==> src/rtl/note_tone_gen.sv <==
// Runtime-programmable square-wave tone generator: a per-note table of half-period
// terminal counts, an octave shift, and a gated start/stop that always ends low.
module note_tone_gen #(
    parameter int NUM_NOTES = 8,
    parameter int SEL_WIDTH = 3,
    parameter int CNT_WIDTH = 19,
    parameter logic [NUM_NOTES*CNT_WIDTH-1:0] DEFAULT_TABLE = {
        19'd95556, 19'd101238, 19'd113635, 19'd127550,
        19'd143171, 19'd151684, 19'd170265, 19'd191109
    }
) (
    input  logic                 clk_i,
    input  logic                 reset_n_i,
    input  logic                 note_en_i,
    input  logic [SEL_WIDTH-1:0] note_sel_i,
    input  logic [1:0]           octave_i,
    input  logic                 cfg_we_i,
    input  logic [SEL_WIDTH-1:0] cfg_addr_i,
    input  logic [CNT_WIDTH-1:0] cfg_data_i,
    output logic                 tone_out_o,
    output logic                 playing_o,
    output logic [SEL_WIDTH-1:0] cur_note_o
);

    typedef enum logic [1:0] {IDLE, HIGH, LOW} state_t;

    localparam logic [SEL_WIDTH-1:0] LAST_IDX = SEL_WIDTH'(NUM_NOTES - 1);
    localparam logic [CNT_WIDTH:0]   ONE_W    = 1;
    localparam logic [CNT_WIDTH-1:0] ONE_C    = 1;

    state_t                 state_q, state_d;
    logic [CNT_WIDTH-1:0]   cnt_q, cnt_d;
    logic [CNT_WIDTH-1:0]   term_q, term_d;
    logic [SEL_WIDTH-1:0]   curNote_q, curNote_d;
    logic                   tone_q, tone_d;
    logic [CNT_WIDTH-1:0]   table_q [NUM_NOTES];

    logic [SEL_WIDTH-1:0]   selClamped;
    logic [CNT_WIDTH:0]     halfPlusOne;
    logic [CNT_WIDTH:0]     shifted;
    logic [CNT_WIDTH:0]     shiftedMinusOne;
    logic [CNT_WIDTH-1:0]   effTerm;

    always_ff @(posedge clk_i) begin
        if (!reset_n_i) begin
            for (int i = 0; i < NUM_NOTES; i++) begin
                table_q[i] <= DEFAULT_TABLE[i*CNT_WIDTH +: CNT_WIDTH];
            end
        end else if (cfg_we_i && (cfg_addr_i <= LAST_IDX)) begin
            table_q[cfg_addr_i] <= cfg_data_i;
        end
    end

    // Half-period is T+1 clocks; the octave shift acts on that length, not on T.
    always_comb begin
        selClamped      = (note_sel_i > LAST_IDX) ? LAST_IDX : note_sel_i;
        halfPlusOne     = {1'b0, table_q[selClamped]} + ONE_W;
        shifted         = halfPlusOne >> octave_i;
        shiftedMinusOne = shifted - ONE_W;
        effTerm         = (shifted == '0) ? '0 : shiftedMinusOne[CNT_WIDTH-1:0];
    end

    always_ff @(posedge clk_i) begin
        if (!reset_n_i) begin
            state_q   <= IDLE;
            cnt_q     <= '0;
            term_q    <= '0;
            curNote_q <= '0;
            tone_q    <= 1'b0;
        end else begin
            state_q   <= state_d;
            cnt_q     <= cnt_d;
            term_q    <= term_d;
            curNote_q <= curNote_d;
            tone_q    <= tone_d;
        end
    end

    always_comb begin
        state_d   = state_q;
        cnt_d     = cnt_q;
        term_d    = term_q;
        curNote_d = curNote_q;
        tone_d    = tone_q;
        unique case (state_q)
            IDLE: begin
                cnt_d  = '0;
                tone_d = 1'b0;
                if (note_en_i) begin
                    term_d    = effTerm;
                    curNote_d = selClamped;
                    tone_d    = 1'b1;
                    state_d   = HIGH;
                end
            end
            HIGH: begin
                if (cnt_q == term_q) begin
                    cnt_d     = '0;
                    tone_d    = 1'b0;
                    term_d    = effTerm;
                    curNote_d = selClamped;
                    state_d   = LOW;
                end else begin
                    cnt_d = cnt_q + ONE_C;
                end
            end
            LOW: begin
                // The gate is only consulted here, so the tone always stops on a full period.
                if (cnt_q == term_q) begin
                    cnt_d = '0;
                    if (note_en_i) begin
                        tone_d    = 1'b1;
                        term_d    = effTerm;
                        curNote_d = selClamped;
                        state_d   = HIGH;
                    end else begin
                        tone_d  = 1'b0;
                        state_d = IDLE;
                    end
                end else begin
                    cnt_d = cnt_q + ONE_C;
                end
            end
            default: begin
                state_d = IDLE;
                cnt_d   = '0;
                tone_d  = 1'b0;
            end
        endcase
    end

    assign tone_out_o = tone_q;
    assign playing_o  = (state_q != IDLE);
    assign cur_note_o = curNote_q;

endmodule

==> config.mk <==
export PLATFORM = sky130hd
export DESIGN_NAME = note_tone_gen
export DESIGN_NICKNAME = d
export VERILOG_FILES = /design/src/rtl/note_tone_gen.sv
export SDC_FILE = /design/constraint.sdc
export NUM_CORES = 1
export LEC_CHECK = 0
export ABC_AREA = 1
export CAP_MARGIN = 40
export CORE_MARGIN = 4
export CORE_UTILIZATION = 40
export DETAILED_ROUTE_END_ITERATION = 6
export DONT_BUFFER_PORTS = 1
export SYNTH_ARGS = -nofsm -noshare
export SYNTH_HDL_FRONTEND = slang
export SYNTH_SLANG_ARGS = --single-unit
==> constraint.sdc <==
create_clock -name clk_i -period 4.2 [get_ports clk_i]
set_clock_uncertainty 0.2 [all_clocks]
set_input_delay 0.63 -clock clk_i [delete_from_list [all_inputs] [get_ports clk_i]]
set_output_delay 0.63 -clock clk_i [all_outputs]
set_load 0.02 [all_outputs]
==> metrics.md <==
| Metric | Value |
|---|---|
| Status | finished clean |
| DIE HEIGHT | 173 um |
| Part of the power in combinational logic | 20.3% |
| Clk buf depth | 2 |
| Critical Path RT | 4290 ps |
| Die area | 0.0300 mm2 |
| Tcrit/Tclk final | 79.3% |
| CP top delay family | simple AND/OR/NAND/NOR gates |
| CP Class | primary input to flop |
| Placed instance area | 0.0112 mm2 |
| Iter 0 DRT Violations | 733 |
| Most common cell after layout, fill and taps aside | nand2_1 |
| CTS tree | built |
| Crit. End Element | flop |
| DRC viols | 0 |
| RSZ-0062 raised after global routing | no |
| Slew margin rel. | 42.9% |
| Most frequent cells in the layout | nand2_1, nand3_1, edfxtp_1, nor2_1, inv_1 |
| PortBufs | 0 |
| Ys flop type | edfxtp_1 |
| P_leak | 4.77 nW |
| Starting Density | 40.6% |
| Hold WC Path Type | primary input to flop |
| Psw | 1.79 mW |
| Sw Share | 34.3% |
| CP cell instances | inv_2 -> buf_4 -> buf_4 -> nand3_1 -> nand3_1 -> nand2_2 -> nand2_1 -> nor2_1 -> nand2_1 -> nor2_1 -> nand2_1 -> nand2_1 -> nand3_1 -> nand3_1 -> nand2_1 -> nand2_1 -> nor2_2 -> nand3_2 -> nand2_4 -> inv_4 -> nand2_1 -> a21oi_1 |
| Drt pass-1 iters | 5 |
| CP arrival | 3420 ps |
| GRT Util Overall | 19.7% |
| CP max stage cell | buf_4 |
| Antenna violations before repair | 0 |
| WL final | 29.4 mm |
| CTS clk-pin slew, worst paths | 80 ps |
| Row count | 60 |
| Minimum clock period | 3330 ps |
| WL per Instance | 17.4 um |
| Mapped Area | 0.0109 mm2 |
| Antenna diodes | 0 |
| Fin area | 0.0118 mm2 |
| DR vias/cell | 5.20 |
| Die span in x | 173 um |
| Met3 Resource Use GR | 3.17% |
| Max H-tree Level | 4 |
| Clock power share | 34.3% |
| Seq/Total Area, Yosys | 49.9% |
| Max VDD drop | 0.000287 V |
| Worst-path maximum fanout | 39 |
| Count of endpoints failing hold in the final timing report | 0 |
| Synthesized Nets | 1,378 |
| Clk Latency, worst-skew pair | 450 ps |
| Largest net degree at the start of global routing | 78 |
| Max Freq | 300 MHz |
| Max incr delay on CP | 290 ps |
| CP Launch Type | primary input |
| FF+latch area | 0.00545 mm2 |
| Total power | 5.24 mW |
| Number of enable flip-flop cells after synthesis | 152 |
| Root buffer cell | clkbuf_16 |
| Seq pwr share | 45.4% |
| Async SR Flop Fraction | 0% |
| Synth unique cells | 45 |
| First-pass GRT wire length | 46.7 mm |
| CTS Sinks | 196 |
| I/O pin cnt | 36 |
| Vias in the first global route | 8,619 |
| Mean Syn Cell Area | 8.14 um2 |
| Synth Warn # | 0 |
| #FFs+latches synth | 196 |
| GR met1 Demand/Resource | 24.8% |
| CP most frequent cell | nand2_1 |
| Area of the multi-input gates | 0.00477 mm2 |
| Worst Path Buf+Inv | 4 |
| Synth-to-Final Area Change | 8.54% |
| Final TNS setup | 0 ps |
| Filler cells | 2,680 |
| Pint | 3.44 mW |
| Final #Nets | 1,369 |
| CTS resizes | 0 |
| Clock buffer count from CTS | 17 |
| Routed Antenna Nets | 0 |
| Vias | 8,762 |
| Share of cells above drive strength 1 | 11.2% |
| Number of max-cap violations | 0 |
| Final setup fails | 0 |
| Worst-margin pin slew | 855 ps |
| Hold Buf Count CTS | 0 |
| Overflow after GRT | 0 |
| Core area | 0.0269 mm2 |
| Synth Instances | 1,340 |
| Postcts setup bufs | 0 |
| M2 GR Usage | 35.0% |
| Post-detail-place hpwl | 19.7 mm |
| RePlAce Congestion | 0.813 |
| GR peak layer | met2 |
| Max-slew violation count | 0 |
| Power Density | 442 mW/mm2 |
-- synth_stat cells, types with 8 or more instances --
| cell type | n | area share, % |
|---|---|---|
| clkbuf_1 | 18 | 0.62 |
| xor2_1 | 23 | 1.8 |
| buf_2 | 15 | 0.69 |
| inv_1 | 74 | 2.5 |
| edfxtp_1 | 152 | 42 |
| nor2_1 | 151 | 5.2 |
| nand3_1 | 219 | 10 |
| dfxtp_1 | 44 | 8.1 |
| nand2_1 | 433 | 15 |
| xnor2_1 | 9 | 0.72 |
| a21oi_1 | 20 | 0.92 |
| nor2_4 | 9 | 0.93 |
| a21oi_2 | 10 | 0.80 |
| inv_2 | 9 | 0.31 |
| o21ai_0 | 12 | 0.55 |
| nor3_1 | 12 | 0.55 |
| nand3_2 | 9 | 0.83 |
| buf_4 | 8 | 0.55 |
| nand2_2 | 36 | 2.1 |
| nand4_1 | 15 | 0.86 |
-- flip-flops by register name, summed over array words and instances, names as in the netlist --
signal and count:
state_q 2, cur_note_o 3, term_q 19, cnt_q 19
tone_out_o 1, table_q 152
-- layout make-up --
type | count | area share, %
tap | 341 | 3.61
clock inverter | 15 | 1.86
inverter | 89 | 2.89
timing repair buffer | 27 | 1.78
multi-input combinational | 1000 | 40.3
clock buffer | 17 | 3.59
sequential | 196 | 46.0
-- power groups by stage --
stage                     registers (mW)  logic, mW  clock network [mW]
after floorplan                     2.39      0.889                   0
after global placement              2.42       1.05                   0
after detailed placement            2.42       1.07                   0
after CTS                           2.38       1.07                1.81
after global routing                2.40       1.21                1.89
final                               2.38       1.06                1.79
-- routing by layer --
layer,wire length [um],up-vias
met5,0,-
met4,610,0
met3,1580,49
met2,14700,221
met1,12500,4096
li1,-,4396
-- cell families after synthesis --
family                   share of synthesized area (%)
AND/OR/NAND/NOR                                   37.2
flip-flops                                        49.9
buffers and inverters                             6.36
AO/OA/AOI/OAI                                     3.11
XOR/XNOR                                          2.57
adder cells (fa/ha/maj)                          0.803
-- final timing paths --
kind / startpoint / endpoint / slack, ps / cells past startpoint
max: note_sel_i[1] / term_q[1] / 870 / 22
min: reset_n_i / cur_note_o[1] / 140 / 2
max reg2reg: table_q[2][0] / term_q[1] / 960 / 21
min reg2reg: term_q[12] / term_q[12] / 280 / 2
-- stage by stage --
| step | hold slack, ps | std cells | setup slack [ps] | utilization (%) |
|---|---|---|---|---|
| 2_1_floorplan | 240 | 1340 | 690 | - |
| 3_3_place_gp | 255 | 1652 | 503 | 41.6 |
| 3_5_place_dp | 270 | 1653 | 454 | 41.6 |
| 4_1_cts | 115 | 1685 | 877 | 44.0 |
| 5_1_grt | 117 | 1685 | 590 | 44.0 |
| 6_report | 137 | 1685 | 871 | 44.0 |
Note: power is estimated with default switching activity, not from simulation.
